### config.mk
export PLATFORM = sky130hd
export DESIGN_NAME = pixel_stream_gen
export DESIGN_NICKNAME = d
export VERILOG_FILES = /design/src/rtl/pixgen_pkg.sv /design/src/rtl/pixgen_axil_regs.sv /design/src/rtl/pixel_stream_gen.sv
export SDC_FILE = /design/constraint.sdc
export NUM_CORES = 1
export LEC_CHECK = 0
export CELL_PAD_IN_SITES_DETAIL_PLACEMENT = 0
export CELL_PAD_IN_SITES_GLOBAL_PLACEMENT = 1
export CORE_UTILIZATION = 25
export CTS_CLUSTER_SIZE = 28
export DETAILED_ROUTE_END_ITERATION = 8
export MAX_ROUTING_LAYER = met4
export PLACE_DENSITY_LB_ADDON = 0.3
export SYNTH_ARGS = -nofsm -noshare
export SYNTH_HDL_FRONTEND = slang
export SYNTH_HIERARCHICAL = 1
export SYNTH_SLANG_ARGS = --single-unit
### constraint.sdc
create_clock -name out_stream_aclk -period 9.7 [get_ports out_stream_aclk]
set_input_delay 1.455 -clock out_stream_aclk [delete_from_list [all_inputs] [get_ports out_stream_aclk]]
set_output_delay 1.455 -clock out_stream_aclk [all_outputs]
set_load 0.03 [all_outputs]
### src/rtl/pixgen_pkg.sv
// pixgen_pkg -- shared definitions for the synthetic pixel stream generator.
//
// Holds the register map, CTRL bit position, register reset values, the default
// frame geometry, the packing phase type and the per-pixel colour function.
//
// Optional feature macro: PIXGEN_FRAME_COUNT_EN (adds the FRAMES register).

package pixgen_pkg;

  // Default frame geometry: 640 RGB888 pixels = 1920 bytes = 480 32-bit words.
  localparam int X_WORDS_DEFAULT = 480;
  localparam int Y_LINES_DEFAULT = 480;

  // Register byte addresses on the AXI4-Lite slave.
  localparam logic [7:0] ADDR_CTRL   = 8'h00;
  localparam logic [7:0] ADDR_CB     = 8'h04;
  localparam logic [7:0] ADDR_STATUS = 8'h08;
  localparam logic [7:0] ADDR_FRAMES = 8'h0C;

  localparam int          CTRL_EN_BIT     = 0;
  localparam logic        CTRL_EN_DEFAULT = 1'b1;
  localparam logic [23:0] CB_DEFAULT      = 24'h00_0000;

  // Position inside the 3-word / 4-pixel packing cycle.
  typedef enum logic [1:0] {
    PH0 = 2'd0,
    PH1 = 2'd1,
    PH2 = 2'd2
  } phase_t;

  typedef struct packed {
    logic [7:0] b;
    logic [7:0] g;
    logic [7:0] r;
  } rgb_t;

  // Colour of pixel p on line y. Only the low bytes of p and y can influence
  // the mod-256 result, so callers pass just those bytes.
  function automatic rgb_t pixel_color(input logic [7:0]  p8,
                                       input logic [7:0]  y8,
                                       input logic [23:0] cb);
    rgb_t c;
    c.r = p8 + cb[7:0];
    c.g = y8 + cb[15:8];
    c.b = (p8 ^ y8) + cb[23:16];
    return c;
  endfunction

endpackage

### src/rtl/pixgen_axil_regs.sv
// pixgen_axil_regs -- AXI4-Lite slave and register file of the pixel generator.
//
// Ports:
//   clk, rst                 shared clock, asynchronous active-high reset
//   s_axi_lite_aw*/w*/b*     write channels (8-bit address, 32-bit data)
//   s_axi_lite_ar*/r*        read channels
//   ctrl_en                  CTRL.EN live value
//   cb                       colour base live value
//   status_y, status_stall   live STATUS fields from the stream side
//   frame_count              completed-frame count (PIXGEN_FRAME_COUNT_EN only)
//
// Map: 0x00 CTRL (bit0 EN), 0x04 CB [23:0], 0x08 STATUS RO, 0x0C FRAMES RO
// (reads 0 unless PIXGEN_FRAME_COUNT_EN is defined). Unmapped or unaligned
// reads return 0; unmapped writes are dropped but still answered OKAY.

module pixgen_axil_regs
  import pixgen_pkg::*;
(
  input  logic        clk,
  input  logic        rst,
  input  logic [7:0]  s_axi_lite_awaddr,
  input  logic        s_axi_lite_awvalid,
  output logic        s_axi_lite_awready,
  input  logic [31:0] s_axi_lite_wdata,
  input  logic        s_axi_lite_wvalid,
  output logic        s_axi_lite_wready,
  output logic [1:0]  s_axi_lite_bresp,
  output logic        s_axi_lite_bvalid,
  input  logic        s_axi_lite_bready,
  input  logic [7:0]  s_axi_lite_araddr,
  input  logic        s_axi_lite_arvalid,
  output logic        s_axi_lite_arready,
  output logic [31:0] s_axi_lite_rdata,
  output logic [1:0]  s_axi_lite_rresp,
  output logic        s_axi_lite_rvalid,
  input  logic        s_axi_lite_rready,
  output logic        ctrl_en,
  output logic [23:0] cb,
  input  logic [8:0]  status_y,
  input  logic        status_stall
`ifdef PIXGEN_FRAME_COUNT_EN
  ,
  input  logic [31:0] frame_count
`endif
);

  logic        wr_fire;
  logic        rd_fire;
  logic [31:0] rd_mux;
  logic        unused_wdata;

  assign s_axi_lite_bresp = 2'b00;
  assign s_axi_lite_rresp = 2'b00;

  // awready and wready rise together, so one of them is enough to qualify.
  assign wr_fire = s_axi_lite_awready && s_axi_lite_awvalid && s_axi_lite_wvalid;
  assign rd_fire = s_axi_lite_arready && s_axi_lite_arvalid;

  // No register stores the top byte of a write.
  assign unused_wdata = &{1'b0, s_axi_lite_wdata[31:24]};

  // Write channel: single-cycle ready pulse, then hold bvalid until accepted.
  always_ff @(posedge clk or posedge rst) begin
    if (rst) begin
      s_axi_lite_awready <= 1'b0;
      s_axi_lite_wready  <= 1'b0;
      s_axi_lite_bvalid  <= 1'b0;
      ctrl_en            <= CTRL_EN_DEFAULT;
      cb                 <= CB_DEFAULT;
    end else begin
      s_axi_lite_awready <= 1'b0;
      s_axi_lite_wready  <= 1'b0;
      if (s_axi_lite_awvalid && s_axi_lite_wvalid && !s_axi_lite_bvalid && !s_axi_lite_awready) begin
        s_axi_lite_awready <= 1'b1;
        s_axi_lite_wready  <= 1'b1;
      end
      if (wr_fire) begin
        s_axi_lite_bvalid <= 1'b1;
        case (s_axi_lite_awaddr)
          ADDR_CTRL: ctrl_en <= s_axi_lite_wdata[CTRL_EN_BIT];
          ADDR_CB:   cb      <= s_axi_lite_wdata[23:0];
          default:   ;
        endcase
      end else if (s_axi_lite_bvalid && s_axi_lite_bready) begin
        s_axi_lite_bvalid <= 1'b0;
      end
    end
  end

  always_comb begin
    rd_mux = 32'h0;
    case (s_axi_lite_araddr)
      ADDR_CTRL:   rd_mux = {31'h0, ctrl_en};
      ADDR_CB:     rd_mux = {8'h0, cb};
      ADDR_STATUS: rd_mux = {22'h0, status_stall, status_y};
`ifdef PIXGEN_FRAME_COUNT_EN
      ADDR_FRAMES: rd_mux = frame_count;
`endif
      default:     rd_mux = 32'h0;
    endcase
  end

  // Read channel: single-cycle arready pulse, registered rdata held with rvalid.
  always_ff @(posedge clk or posedge rst) begin
    if (rst) begin
      s_axi_lite_arready <= 1'b0;
      s_axi_lite_rvalid  <= 1'b0;
      s_axi_lite_rdata   <= 32'h0;
    end else begin
      s_axi_lite_arready <= 1'b0;
      if (s_axi_lite_arvalid && !s_axi_lite_rvalid && !s_axi_lite_arready) begin
        s_axi_lite_arready <= 1'b1;
      end
      if (rd_fire) begin
        s_axi_lite_rvalid <= 1'b1;
        s_axi_lite_rdata  <= rd_mux;
      end else if (s_axi_lite_rvalid && s_axi_lite_rready) begin
        s_axi_lite_rvalid <= 1'b0;
      end
    end
  end

endmodule

### src/rtl/pixel_stream_gen.sv
// pixel_stream_gen -- synthetic RGB888 video source on a 32-bit AXI4-Stream.
//
// Streams X_WORDS x Y_LINES frames continuously from reset; four pixels are
// packed into every three words, byte order R0,G0,B0,R1,... low byte first.
// tuser marks the first word of a frame, tlast the last word of each line.
//
// Ports:
//   out_stream_aclk          single clock (stream and AXI-Lite)
//   axi_reset                asynchronous active-high reset
//   out_stream_t*            AXI4-Stream master (tkeep constant 4'hF)
//   s_axi_lite_*             AXI4-Lite slave, see pixgen_axil_regs
//
// Optional feature macro: PIXGEN_FRAME_COUNT_EN adds a 32-bit completed-frame
// counter readable at 0x0C.

module pixel_stream_gen
  import pixgen_pkg::*;
#(
  parameter int X_WORDS = X_WORDS_DEFAULT,  // multiple of 3, at most 511
  parameter int Y_LINES = Y_LINES_DEFAULT   // at most 512
) (
  input  logic        out_stream_aclk,
  input  logic        axi_reset,
  output logic [31:0] out_stream_tdata,
  output logic [3:0]  out_stream_tkeep,
  output logic        out_stream_tlast,
  output logic        out_stream_tuser,
  output logic        out_stream_tvalid,
  input  logic        out_stream_tready,
  input  logic [7:0]  s_axi_lite_awaddr,
  input  logic        s_axi_lite_awvalid,
  output logic        s_axi_lite_awready,
  input  logic [31:0] s_axi_lite_wdata,
  input  logic        s_axi_lite_wvalid,
  output logic        s_axi_lite_wready,
  output logic [1:0]  s_axi_lite_bresp,
  output logic        s_axi_lite_bvalid,
  input  logic        s_axi_lite_bready,
  input  logic [7:0]  s_axi_lite_araddr,
  input  logic        s_axi_lite_arvalid,
  output logic        s_axi_lite_arready,
  output logic [31:0] s_axi_lite_rdata,
  output logic [1:0]  s_axi_lite_rresp,
  output logic        s_axi_lite_rvalid,
  input  logic        s_axi_lite_rready
);

  logic        ctrl_en;
  logic [23:0] cb_live;
  logic [23:0] cb_shadow;
  logic [23:0] cb_use;

  // Generator position of the next word to be loaded into the output register.
  logic [8:0]  x;
  logic [8:0]  y;
  phase_t      phase;
  // Pixel index of the first pixel of the current 4-pixel group. Only its low
  // byte reaches the colour math, so an 8-bit counter wrapping at 256 is exact.
  logic [7:0]  pix_base;
  // G and B of the pixel that straddles the previous word boundary; its R
  // byte always fits in the earlier word, so it is never deferred.
  logic [15:0] carry;
  logic [15:0] carry_next;

  logic [8:0]  out_y;
  rgb_t        col_a;
  rgb_t        col_b;
  logic [31:0] word_next;
  logic        sof_next;
  logic        eol_next;
  logic        load_ok;
  logic        gen_ok;
  logic        stall;

  assign out_stream_tkeep = 4'hF;
  assign stall            = out_stream_tvalid && !out_stream_tready;

  // The output register may be refilled when it is empty or being drained.
  assign load_ok = !out_stream_tvalid || out_stream_tready;
  // A new frame only starts while enabled; a running frame always completes.
  assign gen_ok  = !sof_next || ctrl_en;

  // NOTE: every signal assigned in an always_comb gets a default first, so no
  // path leaves it unassigned and no latch is inferred.
  always_comb begin
    sof_next   = (x == 9'd0) && (y == 9'd0);
    eol_next   = (x == 9'(X_WORDS - 1));
    // Colour base is captured at the first word of a frame; that word itself
    // uses the live value, the rest of the frame the captured copy.
    cb_use     = sof_next ? cb_live : cb_shadow;
    col_a      = '0;
    col_b      = pixel_color(pix_base + 8'd1, y[7:0], cb_use);
    word_next  = 32'h0;
    carry_next = carry;
    unique case (phase)
      PH0: begin
        // R0 G0 B0 | R1, keep G1 B1 for the next word.
        col_a      = pixel_color(pix_base, y[7:0], cb_use);
        word_next  = {col_b.r, col_a.b, col_a.g, col_a.r};
        carry_next = {col_b.b, col_b.g};
      end
      PH1: begin
        // G1 B1 | R2 G2, keep B2.
        col_a      = pixel_color(pix_base + 8'd2, y[7:0], cb_use);
        word_next  = {col_a.g, col_a.r, carry[15:8], carry[7:0]};
        carry_next = {col_a.b, col_a.g};
      end
      PH2: begin
        // B2 | R3 G3 B3.
        col_a      = pixel_color(pix_base + 8'd3, y[7:0], cb_use);
        word_next  = {col_a.b, col_a.g, col_a.r, carry[15:8]};
        carry_next = {col_a.b, col_a.g};
      end
      default: ;
    endcase
  end

  // NOTE: sequential state uses non-blocking assignments so every flop samples
  // pre-edge values regardless of statement order.
  always_ff @(posedge out_stream_aclk or posedge axi_reset) begin
    if (axi_reset) begin
      out_stream_tdata  <= 32'h0;
      out_stream_tlast  <= 1'b0;
      out_stream_tuser  <= 1'b0;
      out_stream_tvalid <= 1'b0;
      out_y             <= 9'd0;
      x                 <= 9'd0;
      y                 <= 9'd0;
      phase             <= PH0;
      pix_base          <= 8'd0;
      carry             <= 16'h0;
      cb_shadow         <= CB_DEFAULT;
    end else if (load_ok) begin
      if (gen_ok) begin
        out_stream_tdata  <= word_next;
        out_stream_tlast  <= eol_next;
        out_stream_tuser  <= sof_next;
        out_stream_tvalid <= 1'b1;
        out_y             <= y;
        carry             <= carry_next;
        if (sof_next) begin
          cb_shadow <= cb_live;
        end
        if (eol_next) begin
          x        <= 9'd0;
          phase    <= PH0;
          pix_base <= 8'd0;
          y        <= (y == 9'(Y_LINES - 1)) ? 9'd0 : y + 9'd1;
        end else begin
          x <= x + 9'd1;
          unique case (phase)
            PH0:     phase <= PH1;
            PH1:     phase <= PH2;
            default: begin
              phase    <= PH0;
              pix_base <= pix_base + 8'd4;
            end
          endcase
        end
      end else begin
        // Disabled at a frame boundary: drain and idle until EN returns.
        out_stream_tvalid <= 1'b0;
        out_stream_tlast  <= 1'b0;
        out_stream_tuser  <= 1'b0;
      end
    end
  end

`ifdef PIXGEN_FRAME_COUNT_EN
  logic [31:0] frame_count;

  always_ff @(posedge out_stream_aclk or posedge axi_reset) begin
    if (axi_reset) begin
      frame_count <= 32'h0;
    end else if (out_stream_tvalid && out_stream_tready && out_stream_tlast &&
                 (out_y == 9'(Y_LINES - 1))) begin
      frame_count <= frame_count + 32'd1;
    end
  end
`endif

  pixgen_axil_regs u_regs (
    .clk                (out_stream_aclk),
    .rst                (axi_reset),
    .s_axi_lite_awaddr  (s_axi_lite_awaddr),
    .s_axi_lite_awvalid (s_axi_lite_awvalid),
    .s_axi_lite_awready (s_axi_lite_awready),
    .s_axi_lite_wdata   (s_axi_lite_wdata),
    .s_axi_lite_wvalid  (s_axi_lite_wvalid),
    .s_axi_lite_wready  (s_axi_lite_wready),
    .s_axi_lite_bresp   (s_axi_lite_bresp),
    .s_axi_lite_bvalid  (s_axi_lite_bvalid),
    .s_axi_lite_bready  (s_axi_lite_bready),
    .s_axi_lite_araddr  (s_axi_lite_araddr),
    .s_axi_lite_arvalid (s_axi_lite_arvalid),
    .s_axi_lite_arready (s_axi_lite_arready),
    .s_axi_lite_rdata   (s_axi_lite_rdata),
    .s_axi_lite_rresp   (s_axi_lite_rresp),
    .s_axi_lite_rvalid  (s_axi_lite_rvalid),
    .s_axi_lite_rready  (s_axi_lite_rready),
    .ctrl_en            (ctrl_en),
    .cb                 (cb_live),
    .status_y           (out_y),
    .status_stall       (stall)
`ifdef PIXGEN_FRAME_COUNT_EN
    ,
    .frame_count        (frame_count)
`endif
  );

endmodule

==> flow_metrics.tcl, run 1 <==
set metrics [dict create \
    run_status "completed" \
    chipHeight_um 201 \
    yosys.cell_count.top_type "sky130_fd_sc_hd__nand2_1" \
    fmax_ghz 0.215 \
    die_w_um 201 \
    synth-warning-count 6 \
    first_global_vias 7844 \
    data_arrival_at_the_endpoint_of_the_critical_path_ns 4.97 \
    crit_fanout 18 \
    dp_slack_ns 5.09 \
    core_box_area_mm2 0.0389 \
    synthesis.instances 1072 \
    syn_area_mm2 0.00995 \
    post_cts_clock_slew_at_the_launch_and_capture_registers_of_the_worst_setup_and_hold_paths_ns 0.07 \
    detailedRoute.firstPassIterationCount 5 \
    mean_area_per_synthesized_cell_um2 9.28 \
    synth.top_cell.area_share 0.407 \
    design.die.area_mm2 0.0406 \
    area.growth.synth_to_final_pct 21.1 \
    tritoncts.num_buffers 17 \
    relSlewSlack 0.220 \
    flip_flop_and_latch_count_after_synthesis 163 \
    synth_edf_count 0 \
    post-route-drc-count 0 \
    synth-async-reset-ratio 1.00 \
    grt_antenna_before_repair 0 \
    worst_ep_required_time_ns 10.03 \
    post-synth-top-area-cell "sky130_fd_sc_hd__dfrtp_1" \
    initial_core_util 0.256 \
    antennaDiodeCount 0 \
    worst_pin_slew_ns 1.17 \
    number_of_top_level_pins 136 \
    fin_setup_tns_ns 0 \
    vias 7832 \
    avgRoutedWirePerCell_um 17.7 \
    fin_ws_ns 5.05 \
    synth_top_cells_by_count "sky130_fd_sc_hd__nand2_1 (185), sky130_fd_sc_hd__dfrtp_1 (162), sky130_fd_sc_hd__o21ai_0 (84), sky130_fd_sc_hd__nor2_1 (63), sky130_fd_sc_hd__a21oi_1 (59)" \
    report.final.hold_viol_count 0 \
    setup_repair_after_global_routing_missed_its_margin "false" \
    post_cts_setup_inserts 0 \
    period_minus_slack_ns 4.65 \
    clock_tree.buffer_depth 2 \
    detail-route-antenna-nets 0 \
    final_net_count 1255 \
    clkLatencyLatePin_ns 0.44 \
    maxCapViolCount 0 \
    final_layout_size_suffix_gt1_frac 0.105 \
    cts_num_sinks 163 \
    port_buffers 111 \
    critPathKind "register to register" \
    holdCritPathClass "register to register" \
    hold_worst_slack_ns 0.463 \
    timing.critical_path.from_type "register" \
    finalPower_w 0.00229 \
    setup.worst_path.end_class "register" \
    power.density_mw_per_mm2 190 \
    drtIter0Drc 438 \
    clk_root_buffer_cell "sky130_fd_sc_hd__clkbuf_16" \
    timing_max_transition_violations_final 0 \
    finalWirelength_um 29800 \
    grt_max_degree 64 \
    ctsHoldBuffers 0 \
    skew_ns 0.0136 \
    dp_hpwl_um 21800 \
    layout_worst_path_cycle_share 0.479 \
    cellLeakagePower_nw 5.40 \
    multiInputGateArea_mm2 0.00539 \
    synth_seq_area_share 0.410 \
    setup_viol_count_final 0 \
    cell_area_after_layout_mm2 0.0121 \
    ys_types 80 \
    routed_via_density 4.65 \
    globalRouteTotalUtil 0.156 \
    synth_top_flop_cell "sky130_fd_sc_hd__dfrtp_1" \
    tritoncts "done" \
    seq_area_mm2 0.00408 \
    fillers 4146 \
    htree_levels 4 \
    ir_worst_vdd_uv 129 \
    grt_first_pass_wirelength_um 47200 \
    gr-total-overflow 0 \
    post_cts_resized 0 \
    detailed_place.area_mm2 0.0115 \
    globalplace.congestion 0.854 \
    floorplan_row_count 72 \
    synth.top_cells.by_area "sky130_fd_sc_hd__dfrtp_1 (41%), sky130_fd_sc_hd__nand2_1 (7.0%), sky130_fd_sc_hd__ha_1 (5.7%), sky130_fd_sc_hd__o21ai_0 (4.2%), sky130_fd_sc_hd__xnor2_1 (4.0%)" \
]
## per-stage QoR
step	instances	util
2_1_floorplan	1088	-
3_3_place_gp	1651	0.295
3_5_place_dp	1651	0.295
4_1_cts	1683	0.310
5_1_grt	1683	0.310
6_report	1683	0.310
## per-layer routing
| metal | vias to the layer above | GRT usage | part of all wire |
|---|---|---|---|
| met1 | 3866 | 0.208 | 0.48 |
| met5 | - | - | 0 |
| met4 | 0 | 0.0414 | 0.015 |
| li1 | 3828 | - | - |
| met2 | 113 | 0.248 | 0.48 |
| met3 | 25 | 0.0224 | 0.025 |
## logic make-up after synthesis
group	synth area share
AO/OA/AOI/OAI	0.156
XOR/XNOR	0.0659
adder cells (fa/ha/maj)	0.0628
buffers and inverters	0.0565
flip-flops	0.410
multiplexers	0.0878
other	0.00113
AND/OR/NAND/NOR	0.159
## flip-flops by register name (all words and copies together) (netlist names)
signal,cells
u_regs/ctrl_en,1
u_regs/s_axi_lite_arready,1
cb_shadow,24
pix_base,6
carry,16
x,9
u_regs/s_axi_lite_rvalid,1
phase,2
u_regs/cb,24
out_stream_tuser,1
out_stream_tdata,32
out_stream_tlast,1
u_regs/s_axi_lite_wready,1
u_regs/s_axi_lite_bvalid,1
u_regs/s_axi_lite_rdata,24
y,9
out_y,9
out_stream_tvalid,1
## layout make-up
| class | count | share of cell area |
|---|---|---|
| multi-input combinational | 804 | 0.447 |
| sequential | 163 | 0.339 |
| timing repair buffer | 124 | 0.100 |
| tap | 518 | 0.0538 |
| clock buffer | 21 | 0.0390 |
| inverter | 42 | 0.0133 |
| clock inverter | 11 | 0.00789 |
## placed cells by master (no fill, tap or decap), types with 7 or more instances in the layout
cell type / instances
sky130_fd_sc_hd__a21o_1: 11
sky130_fd_sc_hd__a21oi_1: 59
sky130_fd_sc_hd__a22oi_1: 17
sky130_fd_sc_hd__a31oi_1: 7
sky130_fd_sc_hd__buf_4: 13
sky130_fd_sc_hd__clkbuf_16: 17
sky130_fd_sc_hd__clkdlybuf4s50_1: 111
sky130_fd_sc_hd__conb_1: 19
sky130_fd_sc_hd__dfrtp_1: 162
sky130_fd_sc_hd__ha_1: 45
sky130_fd_sc_hd__inv_1: 39
sky130_fd_sc_hd__mux2_2: 28
sky130_fd_sc_hd__mux2_4: 22
sky130_fd_sc_hd__mux2i_1: 20
sky130_fd_sc_hd__nand2_1: 185
sky130_fd_sc_hd__nand3_1: 10
sky130_fd_sc_hd__nor2_1: 62
sky130_fd_sc_hd__nor2b_1: 12
sky130_fd_sc_hd__nor3_1: 17
sky130_fd_sc_hd__o21ai_0: 84
sky130_fd_sc_hd__o31ai_1: 15
sky130_fd_sc_hd__xnor2_1: 45
sky130_fd_sc_hd__xor2_1: 28
## where the power goes
part / internal [W] / switching (W) / leakage, nW
registers: 0.000759 / 0.0000926 / 2.17
clock network: 0.000354 / 0.000308 / 0.274
logic: 0.000298 / 0.000475 / 2.96
total: 0.00141 / 0.000876 / 5.40
## final timing paths
path / from / to / slack (ns) / depth (start not counted)
max: y[1] / out_stream_tdata[23] / 5.05 / 13
min: u_regs/s_axi_lite_bvalid / u_regs/s_axi_lite_wready / 0.46 / 1
max reg2reg: y[1] / out_stream_tdata[23] / 5.05 / 13
min reg2reg: u_regs/s_axi_lite_bvalid / u_regs/s_axi_lite_wready / 0.46 / 1
max in group asynchronous: axi_reset / out_stream_tdata[15] / 6.90 / 3
min in group asynchronous: axi_reset / cb_shadow[3] / 1.50 / 2
## worst max-delay path, stage by stage (launching register included)
cell and delay (ns):
sky130_fd_sc_hd__dfrtp_1 0.51, sky130_fd_sc_hd__inv_1 0.34, sky130_fd_sc_hd__ha_1 0.27, sky130_fd_sc_hd__nor4b_2 0.31
sky130_fd_sc_hd__and4_4 0.53, sky130_fd_sc_hd__mux2i_2 0.64, sky130_fd_sc_hd__inv_1 0.15, sky130_fd_sc_hd__ha_1 0.28
sky130_fd_sc_hd__or3_1 0.35, sky130_fd_sc_hd__a211oi_1 0.33, sky130_fd_sc_hd__o41ai_1 0.15, sky130_fd_sc_hd__a21oi_1 0.24
sky130_fd_sc_hd__mux2i_1 0.13, sky130_fd_sc_hd__o32a_1 0.29
Power figures use the tool's default switching activity.
==> inputs of run 2 (changes only) <==
clock period = 3.8 ns   (was 9.7 ns; I/O delays follow)
==> run 2 against run 1 <==
Sequential power rose to 2.5 times the previous value. Global-route usage rose by 0.41 points. Final cell count rose by 4.5%. Flip-flop and latch count did not move. Critical endpoint is now carry[14].
==> flow_metrics.tcl, run 2 (same netlist as run 1, synthesis figures left out) <==
set metrics [dict create \
    report.final.hold_viol_count 0 \
    crit_fanout 5 \
    area.growth.synth_to_final_pct 29.6 \
    maxCapViolCount 0 \
    path_cells "inv_4, ha_4, nor4b_4, nand4_1, buf_6, mux2_4, ha_4, fa_2, a21o_1, a21o_1, a31o_2, a31oi_4, and2_4, buf_4, nor2_1, o22ai_1, o31ai_2" \
    most-common-layout-cells "sky130_fd_sc_hd__nand2_1 (185), sky130_fd_sc_hd__dfrtp_1 (161), sky130_fd_sc_hd__clkdlybuf4s50_1 (111)" \
    relSlewSlack 0.164 \
    antennaDiodeCount 0 \
    place.detailed.instances 1723 \
    hold_worst_slack_ns 0.462 \
    setup_viol_count_final 0 \
    clkLatencyLatePin_ns 0.44 \
    port_buffers 111 \
    worst_ep_required_time_ns 4.12 \
    globalRouteTotalUtil 0.160 \
    cts_num_sinks 163 \
    number_of_top_level_pins 136 \
    skew_ns 0.0117 \
    htree_levels 4 \
    clock_tree.buffer_depth 2 \
    final_net_count 1330 \
    final_layout_size_suffix_gt1_frac 0.188 \
    final_cell_count_no_fill 1758 \
    timing_max_transition_violations_final 0 \
    worst_hold_path.num_cells 1 \
    holdCritPathClass "register to register" \
    critPathKind "register to register" \
    fillers 4092 \
    timing.critical_path.from_type "register" \
    fmax_ghz 0.270 \
    worst_min_path_start "u_regs/s_axi_lite_bvalid" \
    worst_pin_slew_ns 1.25 \
    registers.top_by_ff_count "out_stream_tdata" \
    grt_first_pass_wirelength_um 48500 \
    cp_slowest_stage_delay_ns 0.42 \
    worstPathBufferInverterCount 3 \
    tritoncts.num_buffers 17 \
    worst_r2r_endpoint "carry[14]" \
    hold_end "u_regs/s_axi_lite_wready" \
    routed_via_density 4.63 \
    dp_hpwl_um 23100 \
    data_arrival_at_the_endpoint_of_the_critical_path_ns 4.03 \
    setup.worst_path.end_class "register" \
    cell_area_after_layout_mm2 0.0129 \
    ir_worst_vdd_uv 295 \
    finalWirelength_um 30700 \
    post_cts_clock_slew_at_the_launch_and_capture_registers_of_the_worst_setup_and_hold_paths_ns 0.07 \
    drtIter0Drc 500 \
    die_w_um 201 \
    tritoncts "done" \
    post-route-drc-count 0 \
    period_minus_slack_ns 3.71 \
    globalplace.congestion 0.872 \
    detailed_place.area_mm2 0.0121 \
    detailedRoute.firstPassIterationCount 5 \
    cellLeakagePower_nw 5.82 \
    clk_root_buffer_cell "sky130_fd_sc_hd__clkbuf_16" \
    ctsHoldBuffers 0 \
    vias 8132 \
    timing.rr.start "y[1]" \
    layout.cells.most_common "sky130_fd_sc_hd__nand2_1" \
    first_global_vias 8091 \
    layout_worst_path_cycle_share 0.976 \
    gr-total-overflow 0 \
    r2r_cells 17 \
    avgRoutedWirePerCell_um 17.5 \
    r2r_setup_slack_ns 0.09 \
    grt_antenna_before_repair 0 \
    cpLargestDelayFamily "compound AO/OA/AOI/OAI gates" \
    detail-route-antenna-nets 0 \
    power.density_mw_per_mm2 477 \
    slowest_stage_cell_crit_path "sky130_fd_sc_hd__dfrtp_2" \
    floorplan_row_count 72 \
    core_box_area_mm2 0.0389 \
    chipHeight_um 201 \
    design.die.area_mm2 0.0406 \
    initial_core_util 0.256 \
    run_status "completed" \
    grt_max_degree 59 \
    max_reg_flops 32 \
]
[run 2: cell types whose count changed in the layout (fill, tap and decap cells not counted), moves of 4 or more]
cell / previous run / this run
sky130_fd_sc_hd__inv_1: 39 / 35
sky130_fd_sc_hd__buf_4: 13 / 85
sky130_fd_sc_hd__ha_4: 0 / 4
sky130_fd_sc_hd__a21oi_2: 1 / 9
sky130_fd_sc_hd__ha_1: 45 / 38
sky130_fd_sc_hd__o21ai_0: 84 / 79
sky130_fd_sc_hd__a21oi_1: 59 / 51
[run 2: stage by stage]
| step | utilization | total power [W] | setup TNS [ns] | worst slack [ns] |
|---|---|---|---|---|
| floorplan | - | 0.00349 | -0.0825 | -0.0825 |
| global placement | 0.310 | 0.00431 | -0.00591 | -0.00591 |
| detailed placement | 0.310 | 0.00432 | -0.0333 | -0.0214 |
| CTS | 0.326 | 0.00619 | 0 | 0.0166 |
| global route | 0.331 | 0.00651 | -0.0260 | -0.0260 |
| finish | 0.331 | 0.00616 | 0 | 0.0920 |
[run 2: how the worst max path moves through the flow]
stage | cells after the start | to | start | slack (ns)
6_report | 17 | carry[14] | y[1] | 0.09
5_1_grt | 16 | carry[14] | y[0] | -0.03
4_1_cts | 16 | carry[14] | y[1] | 0.02
3_5_place_dp | 16 | out_stream_tdata[23] | x[0] | -0.02
3_3_place_gp | 16 | carry[14] | x[0] | -0.006
2_1_floorplan | 16 | carry[14] | y[1] | -0.08
[run 2: power breakdown]
part | switching (W) | internal (W) | leakage (nW)
Sequential | 0.000209 | 0.00194 | 2.17
Clock | 0.000787 | 0.00104 | 0.297
Combinational | 0.00130 | 0.000880 | 3.36
[run 2: timing repair]
action                                  4_1_cts  5_1_grt
resized for setup                             1       47
pin swaps                                     0        9
endpoints found under the setup margin        4       17
buffers inserted                              0        3
[run 2: area by class of cell]
type / count / area, um2 / area share
multi-input combinational: 804 / 5590 / 0.434
sequential: 163 / 4080 / 0.317
timing repair buffer: 199 / 1800 / 0.140
tap: 518 / 648 / 0.0503
clock buffer: 21 / 470 / 0.0365
inverter: 42 / 163 / 0.0126
clock inverter: 11 / 140 / 0.0109
[run 2: per-layer routing]
metal | vias up | global-route usage | wire, um
met1 | 4004 | 0.208 | 14500
met3 | 27 | 0.0240 | 777
li1 | 3992 | - | -
met5 | - | - | 0
met4 | 0 | 0.0463 | 527
met2 | 109 | 0.258 | 15000
==> inputs of run 3 (changes only) <==
CORE_UTILIZATION = 39   (was 25)
==> run 3 against run 2 <==
Sequential power about the same. First-iteration DRC count increased by 10%. Clock skew barely moved. Core utilization rose by 17 points. Die area decreased by 36%. Total power fell by 3.9%. Final area fell by 3.2%. Sequential share of layout area up 1.0 points. Largest cell class unchanged. Non-clock buffer count shrank 5. Maximum frequency increased by 2.1%.
==> flow_metrics.tcl, run 3 (same netlist as run 1, synthesis figures left out) <==
set metrics [dict create \
    run_status "completed" \
    setup.worst_path.end_class "register" \
    htree_levels 4 \
    crit_fanout 12 \
    layout_worst_path_cycle_share 0.956 \
    timing_max_transition_violations_final 0 \
    most-common-layout-cells "sky130_fd_sc_hd__nand2_1 (185), sky130_fd_sc_hd__dfrtp_1 (161), sky130_fd_sc_hd__clkdlybuf4s50_1 (111)" \
    holdCritPathClass "register to register" \
    tritoncts "done" \
    gr-total-overflow 0 \
    timing.critical_path.from_type "register" \
    critPathKind "register to register" \
    routed_via_density 5.19 \
    report.final.hold_viol_count 0 \
    skew_ns 0.0122 \
    detail-route-antenna-nets 0 \
    cell_internal_pwr_w 0.00365 \
    globalRouteTotalUtil 0.227 \
    max_reg_flops 32 \
    floorplan_row_count 58 \
    die_w_um 162 \
    period_minus_slack_ns 3.63 \
    ctsHoldBuffers 0 \
    slowest_stage_cell_crit_path "sky130_fd_sc_hd__dfrtp_1" \
    clock_tree.buffer_depth 2 \
    data_arrival_at_the_endpoint_of_the_critical_path_ns 3.95 \
    setup_viol_count_final 0 \
    power.density_mw_per_mm2 474 \
    post_cts_clock_slew_at_the_launch_and_capture_registers_of_the_worst_setup_and_hold_paths_ns 0.07 \
    detailedRoute.firstPassIterationCount 5 \
    finalWirelength_um 27700 \
    clk_root_buffer_cell "sky130_fd_sc_hd__clkbuf_16" \
    initial_core_util 0.396 \
    grt_antenna_before_repair 0 \
    path_cells "inv_1, ha_1, nor4b_4, buf_4, nand4_1, buf_4, buf_6, mux2_2, ha_1, or2_2, a21oi_2, a21oi_2, xor2_1, a22o_1, o32a_1" \
    tritoncts.num_buffers 17 \
    number_of_top_level_pins 136 \
    design.die.area_mm2 0.0262 \
    vias 8117 \
    power.clock.fraction 0.283 \
    setup_repair_after_global_routing_missed_its_margin "true" \
    hold_worst_slack_ns 0.451 \
    globalplace.congestion 0.910 \
    maxCapViolCount 0 \
    comb_power_share 0.355 \
    fillers 2451 \
    final_layout_size_suffix_gt1_frac 0.172 \
    worst_pin_slew_ns 1.16 \
    clkLatencyLatePin_ns 0.44 \
    ir_worst_vdd_uv 278 \
    multiInputGateArea_mm2 0.00551 \
    port_buffers 111 \
    dp_hpwl_um 20400 \
    worst_ep_required_time_ns 4.12 \
    p_sw_frac 0.383 \
    layout.cells.most_common "sky130_fd_sc_hd__nand2_1" \
    cp_slowest_stage_delay_ns 0.38 \
    grt_first_pass_wirelength_um 44100 \
    first_global_vias 7927 \
    dp_slack_ns 0.0811 \
    grt_max_degree 61 \
    switching_power_w 0.00226 \
    cellLeakagePower_nw 5.77 \
    fmax_ghz 0.275 \
    relSlewSlack 0.226 \
    fin_ws_ns 0.167 \
    core_box_area_mm2 0.0251 \
    cts_num_sinks 163 \
    drtIter0Drc 550 \
    antennaDiodeCount 0 \
    post-route-drc-count 0 \
    seq_area_mm2 0.00408 \
    final_net_count 1325 \
    area.growth.synth_to_final_pct 25.5 \
    sequential_share_of_power 0.362 \
    registers.top_by_ff_count "out_stream_tdata" \
    chipHeight_um 162 \
    avgRoutedWirePerCell_um 17.7 \
]
run 3: cell types whose count changed in the layout (fill, tap and decap cells not counted), moves of 3 or more:
cell and change:
sky130_fd_sc_hd__clkinvlp_4 +3, sky130_fd_sc_hd__buf_4 -5, sky130_fd_sc_hd__ha_4 -4, sky130_fd_sc_hd__inv_2 -3
sky130_fd_sc_hd__a21oi_2 -3, sky130_fd_sc_hd__ha_1 +6, sky130_fd_sc_hd__a21oi_1 +3, sky130_fd_sc_hd__inv_1 +3
run 3: per-layer routing:
metal	global-route usage	vias to the layer above	wire length (um)
met2	0.351	168	12900
met4	0.0566	0	307
met1	0.313	3946	13300
met5	-	-	0
met3	0.0342	24	1230
li1	-	3979	-
run 3: power groups by stage:
stage | combinational [W] | clock, W | sequential [W]
CTS | 0.00209 | 0.00171 | 0.00214
floorplan | 0.00115 | 0 | 0.00234
global route | 0.00231 | 0.00179 | 0.00217
finish | 0.00210 | 0.00167 | 0.00214
detailed placement | 0.00208 | 0 | 0.00217
global placement | 0.00206 | 0 | 0.00216
run 3: what timing repair did:
item	CTS	global route
resized for setup	0	28
endpoints found under the setup margin	0	14
setup buffers	0	7
run 3: final cells by class:
cell class              instances  area share
repair buffers                194       0.141
inverters                      42      0.0130
flip-flops and latches        163       0.327
clock inverters                13     0.00902
multi-input cells             804       0.441
clock buffers                  19      0.0355
well taps                     330      0.0331
run 3: worst max-delay path, delay by kind of cell, from the launching register on:
kind | cells | cell delay, ns
AND/OR/NAND/NOR | 3 | 0.70
AO/OA/AOI/OAI | 4 | 0.83
adder cells (fa/ha/maj) | 2 | 0.46
multiplexers | 1 | 0.30
XOR/XNOR | 1 | 0.20
buffers and inverters | 4 | 0.65
flip-flops | 1 | 0.38
run 3: metrics by stage:
stage               cell area (um2)  power, W  setup TNS (ns)  std cells  utilization
floorplan                     10000   0.00349         -0.0825       1088            -
global placement              11800   0.00423               0       1526        0.468
detailed placement            11800   0.00425               0       1526        0.468
CTS                           12300   0.00594               0       1558        0.490
global route                  12500   0.00626        -0.00459       1565        0.497
finish                        12500   0.00592               0       1565        0.497
run 3: path summary, 6_finish.rpt:
| check | startpoint | end | slack, ns | cells after the start |
|---|---|---|---|---|
| min in group asynchronous | axi_reset | out_y[0] | 0.63 | 2 |
| worst max-delay path | x[0] | out_stream_tdata[23] | 0.17 | 15 |
| worst max register to register | x[0] | out_stream_tdata[23] | 0.17 | 15 |
| worst min register to register | u_regs/s_axi_lite_bvalid | u_regs/s_axi_lite_wready | 0.45 | 1 |
| max in group asynchronous | axi_reset | u_regs/s_axi_lite_rdata[14] | 2.29 | 2 |
| worst min-delay path | u_regs/s_axi_lite_bvalid | u_regs/s_axi_lite_wready | 0.45 | 1 |
